### config.mk
export PLATFORM = sky130hd
export DESIGN_NAME = load_store_unit
export DESIGN_NICKNAME = d
export VERILOG_FILES = /design/src/rtl/load_store_unit.sv
export SDC_FILE = /design/constraint.sdc
export NUM_CORES = 1
export LEC_CHECK = 0
export CAP_MARGIN = 5
export CORE_ASPECT_RATIO = 1.25
export CORE_MARGIN = 3
export CORE_UTILIZATION = 47
export DETAILED_ROUTE_END_ITERATION = 10
export HOLD_SLACK_MARGIN = 0.03
export PLACE_DENSITY = 0.9
export SETUP_SLACK_MARGIN = 0.5
export SYNTH_ARGS = -nofsm -noshare
export SYNTH_HDL_FRONTEND = slang
export SYNTH_SLANG_ARGS = --single-unit
### constraint.sdc
create_clock -name clk -period 4 [get_ports clk]
set_input_delay 0.8 -clock clk [delete_from_list [all_inputs] [get_ports clk]]
set_output_delay 0.8 -clock clk [all_outputs]
set_load 0.05 [all_outputs]
### src/rtl/load_store_unit.sv
// Load/store back end: runs one req/ack bus transaction per memory op and stalls the core until it completes.
// Optional build macro MISALIGN_TRAP_EN: misaligned half/word accesses skip the bus and pulse misaligned.
module load_store_unit #(
  parameter int TIMEOUT_CYCLES = 16,
  parameter int CNT_W          = 8
) (
  input  logic        clk,
  input  logic        reset,
  input  logic        memory_read,
  input  logic        memory_write,
  input  logic [2:0]  funct3,
  input  logic [31:0] address,
  input  logic [31:0] write_data,
  output logic [31:0] read_data,
  output logic        stall,
  output logic        bus_error,
  output logic        misaligned,
  output logic        bus_req,
  output logic        bus_we,
  output logic [31:0] bus_addr,
  output logic [31:0] bus_wdata,
  output logic [3:0]  bus_wstrb,
  input  logic        bus_ack,
  input  logic [31:0] bus_rdata
);
  typedef enum logic [1:0] {IDLE, REQ, DONE} state_t;

  state_t             state, state_nx;
  logic               op_we;
  logic [2:0]         f3;
  logic [1:0]         lane;
  logic [CNT_W-1:0]   cnt;
  logic               req, mis_nx, tmo;
  logic [3:0]         wstrb_nx;
  logic [31:0]        wdata_nx, ld;
  logic [7:0]         ld_b;
  logic [15:0]        ld_h;

  assign req     = memory_read | memory_write;
  assign bus_req = (state == REQ);
  assign stall   = ((state == IDLE) && req) || (state == REQ);
  assign tmo     = (TIMEOUT_CYCLES != 0) && (cnt == CNT_W'(TIMEOUT_CYCLES - 1));

`ifdef MISALIGN_TRAP_EN
  assign mis_nx = ((funct3[1:0] == 2'b01) && address[0]) ||
                  (funct3[1] && (address[1:0] != 2'b00));
`else
  assign mis_nx = 1'b0;
`endif

  // Store lane replication; strobes only on writes so reads present 0000.
  always_comb begin
    wstrb_nx = 4'b1111;
    wdata_nx = write_data;
    case (funct3[1:0])
      2'b00: begin
        wstrb_nx = 4'b0001 << address[1:0];
        wdata_nx = {4{write_data[7:0]}};
      end
      2'b01: begin
        wstrb_nx = address[1] ? 4'b1100 : 4'b0011;
        wdata_nx = {2{write_data[15:0]}};
      end
      default: ;
    endcase
    if (!memory_write) wstrb_nx = 4'b0000;
  end

  always_comb begin
    ld_b = 8'h00;
    case (lane)
      2'd0: ld_b = bus_rdata[7:0];
      2'd1: ld_b = bus_rdata[15:8];
      2'd2: ld_b = bus_rdata[23:16];
      2'd3: ld_b = bus_rdata[31:24];
      default: ;
    endcase
    ld_h = lane[1] ? bus_rdata[31:16] : bus_rdata[15:0];
    case (f3[1:0])
      2'b00:   ld = f3[2] ? {24'h0, ld_b} : {{24{ld_b[7]}}, ld_b};
      2'b01:   ld = f3[2] ? {16'h0, ld_h} : {{16{ld_h[15]}}, ld_h};
      default: ld = bus_rdata;
    endcase
  end

  always_comb begin
    state_nx = state;
    case (state)
      IDLE:    if (req) state_nx = mis_nx ? DONE : REQ;
      REQ:     if (bus_ack || tmo) state_nx = DONE;
      DONE:    state_nx = IDLE;
      default: state_nx = IDLE;
    endcase
  end

  always_ff @(posedge clk) begin
    if (reset) begin
      state      <= IDLE;
      op_we      <= 1'b0;
      f3         <= 3'b000;
      lane       <= 2'b00;
      cnt        <= '0;
      read_data  <= 32'h0;
      bus_we     <= 1'b0;
      bus_addr   <= 32'h0;
      bus_wdata  <= 32'h0;
      bus_wstrb  <= 4'h0;
      bus_error  <= 1'b0;
      misaligned <= 1'b0;
    end else begin
      state      <= state_nx;
      bus_error  <= 1'b0;
      misaligned <= 1'b0;
      case (state)
        IDLE: if (req) begin
          op_we     <= memory_write;
          f3        <= funct3;
          lane      <= address[1:0];
          bus_we    <= memory_write;
          bus_addr  <= {address[31:2], 2'b00};
          bus_wdata <= wdata_nx;
          bus_wstrb <= wstrb_nx;
          cnt       <= '0;
          if (mis_nx) begin
            misaligned <= 1'b1;
            read_data  <= 32'h0;
          end
        end
        REQ: begin
          // Ack wins over a timeout landing in the same cycle.
          if (bus_ack) begin
            cnt <= '0;
            if (!op_we) read_data <= ld;
          end else if (tmo) begin
            cnt       <= '0;
            bus_error <= 1'b1;
            read_data <= 32'h0;
          end else begin
            cnt <= cnt + 1'b1;
          end
        end
        default: ;
      endcase
    end
  end
endmodule

==> results of run 1 <==
## registers in the layout, indices dropped and copies added, names as in the netlist, 2 cells and up
name	count
cnt	8
state	2
bus_wdata	32
lane	2
bus_addr	30
f3	3
bus_wstrb	4
read_data	32
## cells by family (layout without fill, tap and decap cells)
kind of cell               Yosys count  count (layout)  synth area share
muxes                               34              34            0.0692
xor gates and xnor gates             3               3           0.00514
DFF                                115             115             0.450
and+or+nand+nor                    214             214             0.193
other                                1               4          0.000733
adders and majority gates            1               1           0.00245
buffers and inverters               53             244            0.0514
AOI/OAI and AO/OA                  174             174             0.228
## power breakdown
group,switching [mW],internal (mW),leakage (nW)
combinational,0.548,0.338,1.67
sequential,0.0642,1.23,0.943
clock,0.509,1.15,0.320
## cells in the mapped netlist, types with 9 or more instances
cell type,instances,share of area
nor2_1,33,0.024
a311oi_1,9,0.015
buf_2,15,0.015
nand2_1,124,0.091
a22o_1,22,0.038
nand2b_1,19,0.023
mux2i_1,23,0.045
mux2_2,11,0.024
a211oi_1,9,0.013
o21ai_0,39,0.038
clkbuf_1,25,0.018
nor2b_1,12,0.015
dfxtp_1,115,0.45
a21oi_1,61,0.060
## through the flow
stage	total power [mW]	hold WS, ns
finish	3.84	0.452
global route	3.98	0.471
CTS	3.87	0.453
detailed placement	2.20	0.447
global placement	2.18	0.441
floorplan	1.87	0.452
## routing by layer
| metal | share of wire | wire, um | GRT usage |
|---|---|---|---|
| met4 | 0.044 | 692 | 0.149 |
| met1 | 0.37 | 5800 | 0.266 |
| met5 | 0 | 0 | 0 |
| met3 | 0.088 | 1390 | 0.0824 |
| met2 | 0.50 | 7870 | 0.453 |
## critical path, cell delays in order
cell             delay (ns)
clkdlybuf4s50_1        0.50
nor3_1                 0.10
or2_2                  0.34
inv_1                  0.13
dlygate4sd2_1          0.56
## cell type report
| class | count | area [um2] |
|---|---|---|
| sequential | 115 | 2300 |
| clock inverter | 10 | 178 |
| clock buffer | 22 | 474 |
| multi-input combinational | 429 | 2570 |
| timing repair buffer | 209 | 2080 |
| tap | 129 | 161 |
| antenna | 1 | 2.50 |
| inverter | 3 | 11.3 |
| fill | 742 | 2580 |
## timing repair
action / CTS / global route
gates resized for setup: 1 / 0
endpoints found under the setup margin: 1 / 0
hold endpoints to repair: 0 / 0
## worst min-delay path by stage
stage,from,end,slack [ns],cells past startpoint
floorplan,cnt[7]$_SDFFE_PP0P_,cnt[7]$_SDFFE_PP0P_,0.45,2
global placement,bus_addr[21]$_SDFFE_PP0P_,bus_addr[21]$_SDFFE_PP0P_,0.44,2
detailed placement,bus_wstrb[3]$_SDFFE_PP0P_,bus_wstrb[3]$_SDFFE_PP0P_,0.45,2
CTS,bus_wdata[29]$_SDFFE_PP0P_,bus_wdata[29]$_SDFFE_PP0P_,0.45,2
global route,bus_addr[6]$_SDFFE_PP0P_,bus_addr[6]$_SDFFE_PP0P_,0.47,2
finish,bus_wdata[29]$_SDFFE_PP0P_,bus_wdata[29]$_SDFFE_PP0P_,0.45,2
## layout by cell type (no fill, tap or decap), types with 9 or more instances in the layout
master	n
nand2_1	124
nor2b_1	12
clkbuf_16	17
a21oi_1	61
o21ai_0	39
nor2_1	33
mux2_2	11
a211oi_1	9
a311oi_1	9
dfxtp_1	115
nand2b_1	19
a22o_1	22
mux2i_1	23
clkdlybuf4s50_1	203
==> metrics, run 1 <==
status completed; Initial Utilization 0.494; Num CTS Buffers 17; CTS tree built; core area 10400 um2; Die H 123 um; Final Util 0.751; Setup Fix Bufs, Post-CTS 0; CP required 3.20 ns; critical path type in -> out; WL/cell 17.1 um; Rows 41; Worst-Skew Late Latency 0.41 ns; CTS Buffer Depth 2; top_reg_cell synth dfxtp_1; Die Width roughly 99 um; syn avg cell area 8.60 um2; leakage power 2.93 nW; yosys synthesis warning count 0; clock root buffer clkbuf_16; Crit path arrival time around 2.4 ns; PD cells 494 nW/um2; hold buffers post-CTS 0; clock sink total 115; Yosys reg bits 115; placed cells between 800 and 900; Post-Route Skew 0.00558 ns; vias in the first global route 5142; Layout area overhead 52.1%; Post-Syn Instances between 500 and 600; Rel. slew slack 0.304; initial antenna violation count 1; endpoints failing hold 0; first-pass GRT wire length 24900 um; R2R setup slack 1.49 ns; crit path to stall; post-layout instance area 7780 um2; Slew Limit Fails 0; remaining global-route overflow 0; crit end category output port; Max Fclk 310 MHz; port bufs 205; final std cells w/o fill 918; reg2reg end read_data[27]$_SDFFE_PP0P_; nets a little under 900; crit path time final roughly 3.2 ns; mapped cell area 5110 um2; final worst-path cycle share 0.807; synth unique cells 51; via count 5146; Placed Area 7130 um2; Hold Crit Class reg -> reg; I/O pin count 209; vias per inst around 5.6; antenna-violating nets left 0; total of max-cap violations 0; RSZ-0062 raised after global routing no; nature of the critical path startpoint primary input; FF-to-FF path depth 3; DR pass1 iterations 7; gr usage total 0.257; Worst VDD drop 289 uV; DRC viols 0; sequential share of the synthesized area 0.450; Final setup viols 0; reg-to-reg startpoint f3[1]$_SDFFE_PP0P_; largest net degree at the start of global routing 84; Reg clk slew, reported paths roughly 0.050 ns; DP Worst Slack 0.498 ns; number of enable flip-flop cells after synthesis 0; Die Footprint 12200 um2; H-tree depth 4; Starting DRT DRC Count 269; Critical Path Start memory_write; final setup margin 0.771 ns; DP HPWL 11100 um; ys async rst share 0; final WL 15700 um; CP Max Fanout 5; final setup TNS 0 ns; measured slew at the worst slew-check pin 1.04 ns; fraction of layout cells with a size suffix above 1 0.0761; RD Place Congestion 0.876
(Power assumes the default switching activity.)
==> run 2, diff against run 1 <==
CORE_UTILIZATION = 39   (was 47)
PLACE_DENSITY = 0.81   (was 0.9)
clock period = 2.6 ns   (was 4 ns; I/O delays follow)
==> metrics, run 2 (synthesis results as in run 1) <==
Die H 134 um (was 123 um); vias per inst 5.27 (was 5.61); largest net degree at the start of global routing 84 (unchanged); final setup margin 0.526 ns (was 0.771 ns); measured slew at the worst slew-check pin 0.847 ns (was 1.04 ns); Post-Route Skew 0.00649 ns (was 0.00558 ns); critical path's slowest cell clkdlybuf4s50_1 (was dlygate4sd2_1); CP Max Fanout 2 (was 5); PD cells 717 nW/um2 (was 494 nW/um2); Worst VDD drop 400 uV (was 289 uV); WL/cell 16.5 um (was 17.1 um); Hold Worst Slack 0.450 ns (was 0.452 ns); most frequent cells in the layout nand2_1, clkdlybuf4s50_1, dfxtp_1 (was clkdlybuf4s50_1, nand2_1, dfxtp_1); final worst-path cycle share 0.798; crit-path cells clkdlybuf4s50_1 (was clkdlybuf4s50_1 > nor3_1 > or2_2 > inv_1 > dlygate4sd2_1); n_diodes 0 (was 1); Worst-Skew Late Latency 0.40 ns (was 0.41 ns); first-pass GRT wire length 25000 um (was 24900 um); Layout area overhead 57.1% (was 52.1%); Starting DRT DRC Count 264 (was 269); CTS Buffer Depth 2 (unchanged); CTS tree built (unchanged); most common cell after layout, fill and taps aside nand2_1 (was clkdlybuf4s50_1); via count 5079 (was 5146); initial antenna violation count 0 (was 1); antenna-violating nets left 0 (unchanged); DP Worst Slack 0.215 ns (was 0.498 ns); Num CTS Buffers 17 (unchanged); hold buffers post-CTS 0 (unchanged); fillers 1049 (was 742); Crit path arrival time 1.55 ns (was 2.43 ns); leakage power 4.07 nW (was 2.93 nW); gr usage total 0.215 (was 0.257); port bufs 205 (unchanged); crit path time final 2.07 ns; CP required 2.08 ns (was 3.20 ns); endpoints failing hold 0 (unchanged); total of max-cap violations 0 (unchanged); RSZ-0062 raised after global routing no (unchanged); nets 888 (was 880); Hold Crit Class reg -> reg (unchanged); I/O pin count 209 (unchanged); DRC viols 0 (unchanged); CP top delay family buffers and inverters (unchanged); Die Width 108 um (was 99.3 um); DR pass1 iterations 5 (was 7); clock sink total 115 (unchanged); Initial Utilization 0.400 (was 0.494); Max Fclk 482 MHz; Reg clk slew, reported paths 0.05 ns (about the same); Die Footprint 14500 um2 (was 12200 um2); final std cells w/o fill 963 (was 918); status completed (unchanged); RD Place Congestion 0.817 (was 0.876); fraction of layout cells with a size suffix above 1 0.0918 (was 0.0761); nature of the critical path startpoint flip-flop (was primary input); clock root buffer clkbuf_16 (unchanged); CP bufs+invs 1 (was 3); Final setup viols 0 (unchanged); vias in the first global route 5081 (was 5142); critical path type reg -> out (was in -> out); placed cells 932 (was 885); final WL 15900 um (was 15700 um); final setup TNS 0 ns (unchanged); crit end category output port (unchanged); Crit path largest cell delay 0.81 ns (was 0.56 ns); H-tree depth 4 (unchanged); Slew Limit Fails 0 (unchanged); Setup Fix Bufs, Post-CTS 0 (unchanged); remaining global-route overflow 0 (unchanged); Rows 46 (was 41); biggest regs bus_wdata (32), read_data (32), bus_addr (30) (unchanged); core area 12800 um2 (was 10400 um2); Rel. slew slack 0.435 (was 0.304); DP HPWL 11400 um (was 11100 um)
[run 2: cell types whose count changed in the layout (fill, tap and decap cells not counted), moves of 2 or more]
cell,before,now
buf_12,0,3
buf_4,4,10
bufinv_16,5,3
clkbuf_1,2,0
clkdlybuf4s50_1,203,123
dlygate4sd2_1,1,15
dlymetal6s2s_1,0,64
[run 2: power by group]
| part | internal (mW) | switching (mW) |
|---|---|---|
| sequential | 1.90 | 0.0754 |
| clock | 1.59 | 0.799 |
| combinational | 0.525 | 0.870 |
| total | 4.01 | 1.74 |
[run 2: layout make-up]
type | instances | area, um2 | area share
Tap cell | 168 | 210 | 0.0262
Inverter | 3 | 13.8 | 0.00171
Clock inverter | 10 | 130 | 0.0162
Clock buffer | 21 | 480 | 0.0598
Multi-Input combinational cell | 429 | 2590 | 0.322
Timing Repair Buffer | 217 | 2310 | 0.287
Sequential cell | 115 | 2300 | 0.287
[run 2: worst paths after layout]
check | startpoint | endpoint | slack, ns | cells past startpoint
setup / recovery | read_data[30]$_SDFFE_PP0P_ | read_data[30] | 0.53 | 1
hold / removal | bus_addr[10]$_SDFFE_PP0P_ | bus_addr[10]$_SDFFE_PP0P_ | 0.45 | 2
setup reg to reg | lane[0]$_SDFFE_PP0P_ | read_data[14]$_SDFFE_PP0P_ | 0.68 | 4
hold reg to reg | bus_addr[10]$_SDFFE_PP0P_ | bus_addr[10]$_SDFFE_PP0P_ | 0.45 | 2
[run 2: repair_timing]
item	CTS	global route
endpoints found under the hold margin	0	0
gates resized for setup	23	66
setup endpoints to repair	15	65
[run 2: per-layer routing]
| layer | GRT usage | wire length (um) | vias up | share of wire |
|---|---|---|---|---|
| met3 | 0.0660 | 1030 | 42 | 0.065 |
| met4 | 0.104 | 573 | 0 | 0.036 |
| met2 | 0.383 | 8450 | 200 | 0.53 |
| met5 | 0 | 0 | - | 0 |
| met1 | 0.228 | 5810 | 2374 | 0.37 |
| li1 | - | - | 2463 | - |
[run 2: metrics by stage]
stage                util  area [um2]  total power, mW
floorplan               -        5120             2.88
global placement    0.569        7270             3.38
detailed placement  0.569        7270             3.42
CTS                 0.617        7880             5.81
global route        0.629        8030             5.97
finish              0.629        8030             5.76
==> run 3, diff against run 2 <==
clock period = 1.75 ns   (was 2.6 ns; I/O delays follow)
==> metrics, run 3 (synthesis results as in run 1) <==
CP Max Fanout 20 (was 2); Rows 46 (unchanged); Die Width 108 um (unchanged); nature of the critical path startpoint primary input (was flip-flop); Die H 134 um (unchanged); DRC viols 0 (unchanged); biggest regs bus_wdata (32), read_data (32), bus_addr (30) (unchanged); final setup margin -0.178 ns (was 0.526 ns); port bufs 205 (unchanged); Num CTS Buffers 17 (unchanged); initial antenna violation count 1 (was 0); CTS tree built (unchanged); crit end category flip-flop (was output port); Layout area overhead 124% (was 57.1%); core area 12800 um2 (unchanged); leakage power 4.89 nW (was 4.07 nW); CP required 2.08 ns (about the same); most common cell after layout, fill and taps aside buf_8 (was nand2_1); RD Place Congestion 0.861 (was 0.817); Worst VDD drop 755 uV (was 400 uV); Hold Crit Class reg -> reg (unchanged); Rel. slew slack 0.290 (was 0.435); clock sink total 115 (unchanged); final WL 29700 um (was 15900 um); antenna-violating nets left 0 (unchanged); Max Fclk 519 MHz; Placed Area 7340 um2 (was 7270 um2); fraction of layout cells with a size suffix above 1 0.635 (was 0.0918); endpoints failing hold 0 (unchanged); Crit path arrival time 2.26 ns (was 1.55 ns); H-tree depth 4 (unchanged); vias per inst 6.08 (was 5.27); failing checks setup timing; Initial Utilization 0.400 (unchanged); post-layout instance area 11500 um2 (was 8030 um2); critical path type in -> reg (was reg -> out); Worst-Skew Late Latency 0.42 ns (was 0.40 ns); Starting DRT DRC Count 528 (was 264); DR pass1 iterations 7 (was 5); Die Footprint 14500 um2 (unchanged); Final setup viols 5 (was 0); largest net degree at the start of global routing 81 (was 84); WL/cell 26.5 um (was 16.5 um); final std cells w/o fill 1118 (was 963); nets 1041 (was 888); fillers 428 (was 1049); via count 6803 (was 5079); Worst Hold Depth 1 (was 2); total of max-cap violations 0 (unchanged); PD cells 943 nW/um2 (was 717 nW/um2); first-pass GRT wire length 35400 um (was 25000 um); Hold Worst Slack 0.492 ns (was 0.450 ns); status finished, violations left (was completed); Post-Route Skew 0.0114 ns (was 0.00649 ns); vias in the first global route 6532 (was 5081); CTS Buffer Depth 2 (unchanged); clock root buffer clkbuf_16 (unchanged); FF-to-FF path depth 7 (was 4); gr usage total 0.314 (was 0.215); Slew Limit Fails 0 (unchanged); DP Worst Slack -0.333 ns (was 0.215 ns); final worst-path cycle share 1.10; Reg clk slew, reported paths 0.06 ns (was 0.05 ns); I/O pin count 209 (unchanged); crit path time final 1.93 ns; most frequent cells in the layout buf_8, clkdlybuf4s50_1, buf_4 (was nand2_1, clkdlybuf4s50_1, dfxtp_1); placed cells 958 (was 932); DP HPWL 12000 um (was 11400 um); measured slew at the worst slew-check pin 1.05 ns (was 0.847 ns); remaining global-route overflow 0 (unchanged); RSZ-0062 raised after global routing yes (was no)
==> run 3: cell types whose count changed in the layout (fill, tap and decap cells not counted), moves of 18 or more <==
| cell | previous run | this run |
|---|---|---|
| buf_16 | 0 | 18 |
| a21oi_1 | 61 | 2 |
| buf_8 | 0 | 106 |
| nand2_4 | 0 | 59 |
| buf_6 | 0 | 25 |
| a21oi_2 | 0 | 58 |
| dfxtp_1 | 115 | 8 |
| nand2_1 | 124 | 48 |
| dfxtp_4 | 0 | 43 |
| buf_4 | 10 | 97 |
| dlymetal6s2s_1 | 64 | 0 |
| clkdlybuf4s50_1 | 123 | 99 |
| dfxtp_2 | 0 | 64 |
==> run 3: per-layer routing <==
metal	wire, um	global-route usage
met5	0	0
met4	2870	0.177
met3	2620	0.0794
met2	14900	0.569
met1	9320	0.323
==> run 3: stage by stage <==
| step | power, mW | util | TNS, ns |
|---|---|---|---|
| floorplan | 4.31 | - | 0 |
| global placement | 5.10 | 0.575 | -17.32 |
| detailed placement | 5.15 | 0.575 | -19.65 |
| CTS | 9.96 | 0.799 | 0 |
| global route | 11.0 | 0.896 | -1.06 |
| finish | 10.8 | 0.896 | -0.356 |
==> run 3: worst max-delay path: stages <==
cell and delay (ns):
clkdlybuf4s50_1 0.52, buf_12 0.19, mux2i_1 0.12, o21ai_0 0.84, nand2_4 0.06, a21oi_2 0.17
==> run 3: final timing paths <==
kind | slack, ns | to | from
setup / recovery | -0.18 | bus_wdata[31]$_SDFFE_PP0P_ | funct3[0]
hold / removal | 0.49 | read_data[10]$_SDFFE_PP0P_ | read_data[10]$_SDFFE_PP0P_
setup reg to reg | -0.05 | bus_wdata[2]$_SDFFE_PP0P_ | state[1]$_SDFFE_PP0P_
hold reg to reg | 0.49 | read_data[10]$_SDFFE_PP0P_ | read_data[10]$_SDFFE_PP0P_
==> run 3: final cells by class <==
class                   instances  area [um2]  share of cell area
clock inverters                13         181              0.0158
inverters                       3        13.8             0.00120
clock buffers                  19         453              0.0395
flip-flops and latches        115        2540               0.222
multi-input cells             430        3520               0.308
diodes                          1        2.50            0.000218
well taps                     168         210              0.0184
repair buffers                369        4520               0.395
==> run 3: power by group <==
| part | internal [mW] | leakage [nW] | switching (mW) | total (mW) |
|---|---|---|---|---|
| sequential | 2.84 | 0.998 | 0.246 | 3.08 |
| combinational | 1.88 | 3.59 | 2.00 | 3.88 |
| clock | 2.46 | 0.297 | 1.38 | 3.84 |
| total | 7.17 | 4.89 | 3.63 | 10.8 |
==> run 3: repair_timing <==
| item | 4_1_cts | 5_1_grt |
|---|---|---|
| hold buffers | 0 | 0 |
| endpoints found under the setup margin | 216 | 217 |
| pin swaps | 90 | 68 |
| buffers inserted | 67 | 39 |
| gates cloned | 20 | 1 |
| resized for setup | 383 | 275 |
